File: src/rtl/mesh_terminal_port.sv
`default_nettype none
// ============================================================================
// Module   : mesh_terminal_port
// Brief    : Mesh terminal endpoint: TX FIFO to mesh input, RX FSM + FIFO from
//            mesh output, with destination (row/col) misroute counting.
// Revision : 1.0 - initial release
// ============================================================================
module mesh_terminal_port #(
  parameter int         pckg_sz    = 40,
  parameter int         fifo_depth = 4,
  parameter logic [3:0] ROW_ID     = 4'd0,
  parameter logic [3:0] COL_ID     = 4'd0
) (
  input  logic               clk,
  input  logic               reset,
  input  logic               tx_push,
  input  logic [pckg_sz-1:0] tx_data,
  output logic               tx_full,
  output logic               pndng_i_in,
  output logic [pckg_sz-1:0] data_out_i_in,
  input  logic               popin,
  input  logic               pndng,
  input  logic [pckg_sz-1:0] data_out,
  output logic               pop,
  input  logic               rx_pop,
  output logic               rx_pndng,
  output logic [pckg_sz-1:0] rx_data,
  output logic               tx_overflow,
  output logic [7:0]         misroute_cnt
);

  localparam int c_PTR_W = $clog2(fifo_depth);
  localparam int c_CNT_W = c_PTR_W + 1;
  localparam logic [c_CNT_W-1:0] c_DEPTH = c_CNT_W'(fifo_depth);

  typedef enum logic [1:0] {
    RX_IDLE = 2'd0,
    RX_POP  = 2'd1,
    RX_WAIT = 2'd2
  } rx_state_t;

  // ---------------- TX FIFO ----------------
  logic [pckg_sz-1:0] r_tx_mem [fifo_depth];
  logic [c_PTR_W-1:0] r_tx_wr, r_tx_rd;
  logic [c_CNT_W-1:0] r_tx_cnt;
  logic               r_tx_ovf;
  logic               w_tx_wen, w_tx_ren;

  assign tx_full       = (r_tx_cnt == c_DEPTH);
  assign pndng_i_in    = (r_tx_cnt != '0);
  assign w_tx_wen      = tx_push && !tx_full;
  assign w_tx_ren      = popin && pndng_i_in;
  assign data_out_i_in = pndng_i_in ? r_tx_mem[r_tx_rd] : '0;
  assign tx_overflow   = r_tx_ovf;

  always_ff @(posedge clk or posedge reset) begin
    if (reset) begin
      r_tx_wr  <= '0;
      r_tx_rd  <= '0;
      r_tx_cnt <= '0;
      r_tx_ovf <= 1'b0;
    end else begin
      if (w_tx_wen) r_tx_wr <= r_tx_wr + 1'b1;
      if (w_tx_ren) r_tx_rd <= r_tx_rd + 1'b1;
      case ({w_tx_wen, w_tx_ren})
        2'b10:   r_tx_cnt <= r_tx_cnt + 1'b1;
        2'b01:   r_tx_cnt <= r_tx_cnt - 1'b1;
        default: r_tx_cnt <= r_tx_cnt;
      endcase
      // A push against a full FIFO is lost even if the head leaves this cycle.
      if (tx_push && tx_full) r_tx_ovf <= 1'b1;
    end
  end

  always_ff @(posedge clk) begin
    if (w_tx_wen) r_tx_mem[r_tx_wr] <= tx_data;
  end

  // ---------------- RX FSM ----------------
  rx_state_t          r_state, w_state_nxt;
  logic               r_pop, w_pop_nxt;
  logic [pckg_sz-1:0] r_rx_mem [fifo_depth];
  logic [c_PTR_W-1:0] r_rx_wr, r_rx_rd;
  logic [c_CNT_W-1:0] r_rx_cnt;
  logic [7:0]         r_mis;
  logic               w_rx_full, w_rx_wen, w_rx_ren, w_misroute;

  assign w_rx_full = (r_rx_cnt == c_DEPTH);

  always_comb begin
    w_state_nxt = r_state;
    w_pop_nxt   = 1'b0;
    case (r_state)
      RX_IDLE: if (pndng && !w_rx_full) begin
        w_state_nxt = RX_POP;
        w_pop_nxt   = 1'b1;
      end
      RX_POP:  w_state_nxt = RX_WAIT;
      // One dead cycle lets the mesh retire the consumed packet from pndng.
      RX_WAIT: w_state_nxt = RX_IDLE;
      default: w_state_nxt = RX_IDLE;
    endcase
  end

  always_ff @(posedge clk or posedge reset) begin
    if (reset) begin
      r_state <= RX_IDLE;
      r_pop   <= 1'b0;
    end else begin
      r_state <= w_state_nxt;
      r_pop   <= w_pop_nxt;
    end
  end

  assign pop = r_pop;

  // ---------------- RX FIFO ----------------
  assign w_rx_wen   = (r_state == RX_POP);
  assign w_rx_ren   = rx_pop && rx_pndng;
  assign rx_pndng   = (r_rx_cnt != '0);
  assign rx_data    = rx_pndng ? r_rx_mem[r_rx_rd] : '0;
  assign w_misroute = (data_out[pckg_sz-9 -: 4] != ROW_ID) ||
                      (data_out[pckg_sz-13 -: 4] != COL_ID);
  assign misroute_cnt = r_mis;

  always_ff @(posedge clk or posedge reset) begin
    if (reset) begin
      r_rx_wr  <= '0;
      r_rx_rd  <= '0;
      r_rx_cnt <= '0;
      r_mis    <= 8'd0;
    end else begin
      if (w_rx_wen) r_rx_wr <= r_rx_wr + 1'b1;
      if (w_rx_ren) r_rx_rd <= r_rx_rd + 1'b1;
      case ({w_rx_wen, w_rx_ren})
        2'b10:   r_rx_cnt <= r_rx_cnt + 1'b1;
        2'b01:   r_rx_cnt <= r_rx_cnt - 1'b1;
        default: r_rx_cnt <= r_rx_cnt;
      endcase
      if (w_rx_wen && w_misroute && (r_mis != 8'hFF)) r_mis <= r_mis + 8'd1;
    end
  end

  always_ff @(posedge clk) begin
    if (w_rx_wen) r_rx_mem[r_rx_wr] <= data_out;
  end

endmodule
`default_nettype wire

File: config.mk
export PLATFORM = sky130hd
export DESIGN_NAME = mesh_terminal_port
export DESIGN_NICKNAME = d
export VERILOG_FILES = /design/src/rtl/mesh_terminal_port.sv
export SDC_FILE = /design/constraint.sdc
export NUM_CORES = 1
export LEC_CHECK = 0
export CORE_MARGIN = 4
export CORE_UTILIZATION = 59
export CTS_CLUSTER_SIZE = 10
export DETAILED_ROUTE_END_ITERATION = 10
export GPL_TIMING_DRIVEN = 0
export PLACE_DENSITY_LB_ADDON = 0.1
export SYNTH_ARGS = -nofsm -noshare
export SYNTH_HDL_FRONTEND = slang
export SYNTH_SLANG_ARGS = --single-unit
export TNS_END_PERCENT = 5
File: constraint.sdc
create_clock -name clk -period 3.94 [get_ports clk]
set_input_delay 0.788 -clock clk [delete_from_list [all_inputs] [get_ports clk]]
set_output_delay 0.788 -clock clk [all_outputs]
set_load 0.01 [all_outputs]
==> Word level (Yosys, flattened, before mapping) <==
Memories as Yosys holds them, arrays and structs flattened.
Index checks and enable logic that the tools add are counted.
{ "classes": {"n_addsub": 9, "n_eq_ne": 9, "mux": 12, "reduce_logical": 17} }
{ "ops": {"columns": ["cell", "n"], "rows": [
  ["40-bit two-way mux", 2],
  ["3-bit one-hot mux with 2 select lines", 2],
  ["2-bit by 1-bit adder with 2-bit output, second input constant", 4],
  ["8-bit by 1-bit adder with 8-bit output, second input constant", 1],
  ["8-bit != test, second input constant", 1],
  ["4-bit nonzero test", 2],
  ["1-bit logical AND", 7],
  ["3-bit by 1-bit adder with 3-bit output, second input constant", 2],
  ["2-bit by 1-bit == test with 1-bit output, second input constant", 3],
  ["3-bit == test, second input constant", 2],
  ["1-bit two-way mux", 6],
  ["3-bit nonzero test", 2],
  ["3-bit by 1-bit subtractor with 3-bit output, second input constant", 2],
  ["2-bit == test, second input constant", 2],
  ["2-bit one-hot mux with 2 select lines", 1],
  ["2-bit nonzero test", 2],
  ["1-bit zero test", 2],
  ["2-bit zero test", 1],
  ["2-bit two-way mux", 1],
  ["2-bit != test, second input constant", 1],
  ["1-bit logical OR", 1]
]} }
{ "word_totals": {"regBits": 26, "ramBits": 320, "input_bits": 86, "output_inout_bits": 93, "elab_cells": 59, "mem_count": 2} }
{ "mem_list": {"columns": ["memory", "depth", "word_bits", "read_ports", "rd_ports_with_merged_regs", "wr", "line", "text"], "rows": [
  ["r_rx_mem", 4, 40, 1, 0, 1, "82", "logic [pckg_sz-1:0] r_rx_mem [fifo_depth];"],
  ["r_tx_mem", 4, 40, 1, 0, 1, "43", "logic [pckg_sz-1:0] r_tx_mem [fifo_depth];"]
]} }

==> Depth between registers and ports, before layout <==
Gate-level depths: netlist (run 1).
{ "depth": {"word_depth": 5, "ltp_mapped": 10, "ltp_nobuf": 10} }

==> Worst setup path after synthesis (run 1) <==
Ideal clock, no wire load.
{ "synth_timing": {"path_kind": "input to register", "startpoint": "input port tx_push", "endpoint": "memory r_tx_mem[0][0], enable pin", "setup_time_ns": 0.401, "arrival_time_ns": 2.129, "path_slack_ns": 1.410, "cell_stages": 2, "n_path_buf": 0, "cell_sequence": "nor2b_1 -> and2_1"} }
{ "synth_between": {"elab_chain_cells": 3} }
{ "synth_rtl": {"columns": ["item", "line", "text"], "rows": [
  ["start, declared", "16", "input logic tx_push,"],
  ["1-bit logical AND", "51", "assign w_tx_wen = tx_push && !tx_full;"],
  ["1-bit two-way mux", "76", "if (w_tx_wen) r_tx_mem[r_tx_wr] <= tx_data;"],
  ["1-bit two-way mux (implied by the code)", "76", null],
  ["end, declared", "43", null]
]} }
No other way between the ends.

==> Worst setup path after layout (run 1) <==
{ "layout_timing": {"startpoint": "register r_rx_rd[1]", "endpoint": "output port rx_data[6]"} }
{ "layout_between": {"elab_chain_cells": 2} }
{ "layout_rtl": {"columns": ["item", "line", "text"], "rows": [
  ["start, declared", "83", "logic [c_PTR_W-1:0] r_rx_wr, r_rx_rd;"],
  ["start signal, assigned", "134", "if (w_rx_ren) r_rx_rd <= r_rx_rd + 1'b1;"],
  ["memory read 4 x 40 bit", null, null],
  ["40-bit two-way mux", "121", "assign rx_data = rx_pndng ? r_rx_mem[r_rx_rd] : '0;"],
  ["end, declared", "27", "output logic [pckg_sz-1:0] rx_data,"]
]} }
No other way between the ends.

==> impl_metrics.env, run 1 <==
export IMPL_hold_buffers=0
export IMPL_grt_max_degree=29
export IMPL_synth_flop_cell="edfxtp_1"
export IMPL_vdd_drop_max_mv=0.553
export IMPL_hold_viol_final=0
export IMPL_ys_ff_latch=346
export IMPL_drtIter0Drc=422
export IMPL_final_seq_area_um2=10300
export IMPL_whs_ns=0.452
export IMPL_synth_edf_count=320
export IMPL_clockBufferDepth=3
export IMPL_rsz0062_at_grt="no"
export IMPL_wl_per_cell_um=22.4
export IMPL_power_mw=13.0
export IMPL_r2r_start="r_rx_cnt[0]"
export IMPL_relSlewSlack=0.342
export IMPL_grt_pass1_wl_um=41800
export IMPL_setup_viol=0
export IMPL_seq_area_frac_synth=0.765
export IMPL_rows=54
export IMPL_post_cts_buffers=0
export IMPL_vias=6688
export IMPL_cts_tree="done"
export IMPL_top_usage_layer="met2"
export IMPL_drc=0
export IMPL_r2r_slack_ns=1.79
export IMPL_start_kind="flip-flop"
export IMPL_antenna_found_initial=0
export IMPL_path_clk_slew_ns=0.05
export IMPL_drtPass1Iterations=5
export IMPL_fill_cells=1243
export IMPL_min_period_ns=3.50
export IMPL_holdCritPathClass="flip-flop to flip-flop"
export IMPL_root_buffer="clkbuf_16"
export IMPL_tightest_slew_ns=0.986
export IMPL_arrival_ns=2.72
export IMPL_grt_ovfl_total=0
export IMPL_status="complete, no violations"
export IMPL_finClkSkew_ns=0.00728
export IMPL_grtUsageMet2=0.365
export IMPL_drt_total_wl_um=25900
export IMPL_cap_violations=0
export IMPL_synthesis_nets=732
export IMPL_die_w_um=159
export IMPL_core_area_um2=22100
export IMPL_yosys_warnings=0
export IMPL_gp_congestion=0.763
export IMPL_multi_input_area_um2=2980
export IMPL_die_h_um=159
export IMPL_via_per_inst=5.79
export IMPL_synth_top_cell_area_share=0.717
export IMPL_finalMaxSlewViolations=0
export IMPL_synth_distinct_cells=35
export IMPL_power_density_nw_per_um2=775
export IMPL_final_nets=960
export IMPL_antenna_left=0
export IMPL_worstRegToRegCells=8
export IMPL_drive_gt1_frac=0.176
export IMPL_async_flop_share=0.0751
export IMPL_design_die_area_um2=25200
export IMPL_cp_startpoint="r_rx_rd[1]"
export IMPL_p_leak_nw=5.63
export IMPL_reg2reg_to="r_rx_cnt[2]"
export IMPL_gr_usage_met3=0.0441
export IMPL_antenna_cells=0
export IMPL_cp_data_required_time_ns=3.15
export IMPL_max_freq_mhz=285
export IMPL_io_pins=179
export IMPL_end_kind="output pin"
export IMPL_yosysTopAreaCell="edfxtp_1"
export IMPL_fin_tns_setup_ns=0
export IMPL_grt_pass1_vias=7433
export IMPL_track_usage=0.211
export IMPL_cts_made_buffers=40
export IMPL_syn_area_per_cell_um2=21.2
export IMPL_placed_cells=1099
export IMPL_h_tree_depth=2
export IMPL_finalNonFillerCells=1156
export IMPL_cts_repair_resized=0
export IMPL_ys_top_cells_by_area="edfxtp_1 72%, mux4_2 13%, dfrtp_1 4.9%"
export IMPL_timing_final_crit_share=0.890
export IMPL_clkLatencyLatePin_ns=0.50
export IMPL_syn2layout_area_growth_pct=25.3
export IMPL_clock_sinks=346
export IMPL_cp_max_fo=10
export IMPL_dp_hpwl_um=16400
export IMPL_syn_area_um2=13400
export IMPL_met1_usage=0.283
export IMPL_crit_type="flip-flop to output pin"
export IMPL_start_util=0.607
export IMPL_portBuffers=178
export IMPL_synthCells=633
export IMPL_critPathCapture="rx_data[6]"
## cell usage after synthesis, types with 5 or more instances
cell type,n
xnor2_1,7
ha_1,11
dfrtp_1,26
mux4_2,80
nor2_1,5
buf_2,11
buf_1,8
clkbuf_1,10
edfxtp_1,320
xor2_1,9
nand2_1,7
and2_1,90
inv_1,13
## state kept, by name, summed over array words and instances, names as in the netlist
register	count
r_tx_cnt	3
r_rx_cnt	3
r_rx_rd	2
r_rx_wr	2
misroute_cnt	8
r_tx_mem	160
r_tx_wr	2
tx_overflow	1
r_rx_mem	160
r_tx_rd	2
pop	1
r_state	2
## routing by layer
metal | part of all wire | up-vias | wire length, um
met5 | 0 | - | 0
met4 | 0.016 | 0 | 403
met3 | 0.063 | 38 | 1640
met2 | 0.52 | 258 | 13500
met1 | 0.40 | 3437 | 10400
li1 | - | 2955 | -
## logic make-up after synthesis
group	after synthesis	share of synthesized area
muxes	85	0.139
and+or+nand+nor	120	0.0541
adders and majority gates	13	0.0133
xor gates and xnor gates	16	0.0105
AOI/OAI and AO/OA	11	0.00523
DFF	346	0.765
buffers and inverters	42	0.0128
## power by group
group	leakage [nW]	switching [mW]	internal, mW	total, mW
Sequential	3.23	0.223	4.79	5.01
Clock	0.525	1.26	1.88	3.14
Combinational	1.88	2.22	2.65	4.87
Total	5.63	3.70	9.32	13.0
## layout make-up
type / instances / area share
plain buffers: 29 / 0.00730
clock buffers: 56 / 0.0645
clock inverters: 1 / 0.000224
inverters: 13 / 0.00291
multi-input cells: 245 / 0.178
flip-flops and latches: 346 / 0.611
well taps: 280 / 0.0209
repair buffers: 186 / 0.116
## cell usage in the layout (no fill, tap or decap), drive strengths merged
| master | netlist | routed |
|---|---|---|
| nor2 | 5 | 5 |
| a21oi | 3 | 3 |
| nor2b | 2 | 2 |
| xor2 | 9 | 9 |
| nand4 | 1 | 1 |
| or4 | 2 | 2 |
| and2 | 91 | 91 |
| buf | 19 | 27 |
| nor4 | 1 | 1 |
| nand2 | 7 | 7 |
| o21bai | 1 | 1 |
| nand3 | 4 | 4 |
| a21o | 1 | 1 |
| mux4 | 80 | 80 |
| or3 | 2 | 2 |
| clkinv | 0 | 1 |
| ha | 11 | 11 |
| a31oi | 3 | 3 |
| nor3 | 2 | 2 |
| or2 | 1 | 1 |
| clkdlybuf4s50 | 0 | 178 |
| edfxtp | 320 | 320 |
| mux2i | 2 | 2 |
| inv | 13 | 13 |
| dfrtp | 26 | 26 |
| fa | 2 | 2 |
| clkbuf | 10 | 66 |
| and3 | 2 | 2 |
| o21ai | 2 | 2 |
| mux2 | 3 | 3 |
| xnor2 | 7 | 7 |
| o21a | 1 | 1 |
## critical path: stages, from the launching register on
cell,delay [ns]
dfrtp_1,0.32
clkbuf_1,0.22
buf_1,0.57
mux4_2,0.39
and2_1,0.17
clkdlybuf4s50_1,0.54
## worst min path at each step
| stage | endpoint | startpoint | cells after the start | slack (ns) |
|---|---|---|---|---|
| 3_3_place_gp | tx_overflow | tx_overflow | 1 | 0.44 |
| 4_1_cts | tx_overflow | tx_overflow | 1 | 0.45 |
| 6_report | tx_overflow | tx_overflow | 1 | 0.45 |
| 3_5_place_dp | tx_overflow | tx_overflow | 1 | 0.44 |
| 5_1_grt | tx_overflow | tx_overflow | 1 | 0.47 |
| 2_1_floorplan | r_tx_cnt[2] | r_tx_cnt[2] | 1 | 0.45 |
## metrics by stage
step | setup WS (ns) | instance area [um^2] | util
global route | 0.327 | 16800 | 0.760
floorplan | 1.41 | 13400 | -
global placement | 0.148 | 15500 | 0.703
detailed placement | 0.951 | 15700 | 0.711
CTS | 0.373 | 16800 | 0.760
finish | 0.435 | 16800 | 0.760
(Power assumes the default switching activity.)
==> run 2, diff against run 1 <==
--- a/config.mk
+++ b/config.mk
@@ -6,7 +6,7 @@
 export NUM_CORES = 1
 export LEC_CHECK = 0
 export CORE_MARGIN = 4
-export CORE_UTILIZATION = 59
+export CORE_UTILIZATION = 55
 export CTS_CLUSTER_SIZE = 10
 export DETAILED_ROUTE_END_ITERATION = 10
 export GPL_TIMING_DRIVEN = 0
==> run 2 against run 1 <==
Compared with the run above:
- sequential power about the same
- cell area grew 0.43%
- hold slack improved by 0.0078 ns
- non-clock buffer count unchanged
- global-route usage is 1.5 points lower
- clock skew is 0.0091 ns higher
- sequential share of layout area is 0.26 points lower
- cell count is 3.7% higher
- fmax down 1.4%
- critical endpoint is now rx_data[21]
- largest cell class unchanged
- largest power group unchanged
==> impl_metrics.env, run 2 (synthesis gave the netlist of run 1 again) <==
export IMPL_via_per_inst=5.52
export IMPL_tightest_slew_ns=1.06
export IMPL_fin_util=0.710
export IMPL_path_cells="clkbuf_1, buf_1, mux4_2, and2_1, clkdlybuf4s50_1"
export IMPL_cap_violations=0
export IMPL_cp_data_required_time_ns=3.15
export IMPL_die_w_um=164
export IMPL_relSlewSlack=0.292
export IMPL_timing_final_crit_share=0.902
export IMPL_start_util=0.564
export IMPL_power_mw=13.1
export IMPL_finalMaxSlewViolations=0
export IMPL_cts_tree="done"
export IMPL_cts_made_buffers=40
export IMPL_drc=0
export IMPL_final_nets=960
export IMPL_grt_pass1_wl_um=40000
export IMPL_wl_met3_um=1650
export IMPL_design_die_area_um2=26900
export IMPL_rows=56
export IMPL_layout_common_cells="320 x edfxtp_1, 178 x clkdlybuf4s50_1, 82 x and2_1"
export IMPL_post_cts_buffers=0
export IMPL_antenna_found_initial=0
export IMPL_root_buffer="clkbuf_16"
export IMPL_start_kind="flip-flop"
export IMPL_drt_total_wl_um=25600
export IMPL_clkLatencyLatePin_ns=0.52
export IMPL_rsz0062_at_grt="no"
export IMPL_finClkSkew_ns=0.0164
export IMPL_cpPeakStageDelay_ns=0.59
export IMPL_drtPass1Iterations=4
export IMPL_holdCritPathClass="flip-flop to flip-flop"
export IMPL_max_freq_mhz=281
export IMPL_crit_slowest_cell="buf_1"
export IMPL_drtIter0Drc=435
export IMPL_dp_hpwl_um=16300
export IMPL_cp_max_fo=10
export IMPL_hold_buffers=0
export IMPL_vdd_drop_max_mv=0.512
export IMPL_whs_ns=0.460
export IMPL_portBuffers=178
export IMPL_vias=6618
export IMPL_track_usage=0.195
export IMPL_status="complete, no violations"
export IMPL_min_period_ns=3.55
export IMPL_grt_max_degree=33
export IMPL_drive_gt1_frac=0.177
export IMPL_syn2layout_area_growth_pct=25.8
export IMPL_gp_congestion=0.746
export IMPL_h_tree_depth=2
export IMPL_crit_type="flip-flop to output pin"
export IMPL_antenna_left=0
export IMPL_core_area_um2=23800
export IMPL_grt_pass1_vias=7300
export IMPL_fin_tns_setup_ns=0
export IMPL_io_pins=179
export IMPL_arrival_ns=2.77
export IMPL_path_clk_slew_ns=0.05
export IMPL_r2r_slack_ns=1.73
export IMPL_grt_ovfl_total=0
export IMPL_cts_repair_resized=0
export IMPL_wl_met1_um=10000
export IMPL_critical_path_top_delay_family="buffers and inverters"
export IMPL_hold_viol_final=0
export IMPL_clockBufferDepth=3
export IMPL_wl_per_cell_um=21.3
export IMPL_path_buf_inv=3
export IMPL_fill_cells=1469
export IMPL_setup_viol=0
export IMPL_power_density_nw_per_um2=774
export IMPL_p_leak_nw=5.64
export IMPL_clock_sinks=346
export IMPL_highest_layer="met4"
export IMPL_layout_commonest_cell="edfxtp_1"
export IMPL_end_kind="output pin"
export IMPL_die_h_um=164
export IMPL_dr_wl_met2_um=13400
-- run 2: worst register-to-register path: stages (launching register included) --
cell and delay (ns):
dfrtp_1 0.37, inv_1 0.09, and3_1 0.18, nor2b_1 0.40, and2_2 0.60, buf_12 0.26
-- run 2: layout make-up --
class / instances / area [um^2] / area share
antenna: 1 / 2.50 / 0.000148
buffer: 29 / 123 / 0.00727
clock buffer: 57 / 1090 / 0.0644
clock inverter: 3 / 21.3 / 0.00126
inverter: 13 / 48.8 / 0.00289
multi-input combinational: 245 / 2980 / 0.177
sequential: 346 / 10300 / 0.608
tap: 319 / 399 / 0.0237
timing repair buffer: 186 / 1940 / 0.115
-- run 2: metal layers --
metal  up-vias  track usage
met5         -            0
met4         0       0.0545
met3        44       0.0452
met2       189        0.344
met1      3417        0.245
li1       2968            -
-- run 2: metrics by stage --
stage | setup slack [ns] | cell area (um^2) | instances
floorplan | 1.41 | 13400 | 633
global placement | 0.109 | 15600 | 1130
detailed placement | 0.949 | 15800 | 1138
CTS | 0.356 | 16900 | 1198
global route | 0.256 | 16900 | 1198
finish | 0.385 | 16900 | 1199
-- run 2: power by group --
part           switching [mW]  internal, mW  total [mW]  leakage [nW]
Sequential              0.204          4.79        4.99          3.23
Clock                    1.29          1.89        3.18         0.535
Combinational            2.22          2.66        4.88          1.88
Total                    3.72          9.34        13.1          5.64
-- run 2: worst paths after layout --
path	cells after the start	endpoint	start
worst max-delay path	5	rx_data[21]	r_rx_rd[1]
worst min-delay path	1	tx_overflow	tx_overflow
worst max register to register	5	r_tx_mem[1][9]	r_tx_cnt[0]
worst min register to register	1	tx_overflow	tx_overflow
max in group asynchronous	2	r_tx_wr[1]	reset
min in group asynchronous	2	misroute_cnt[2]	reset
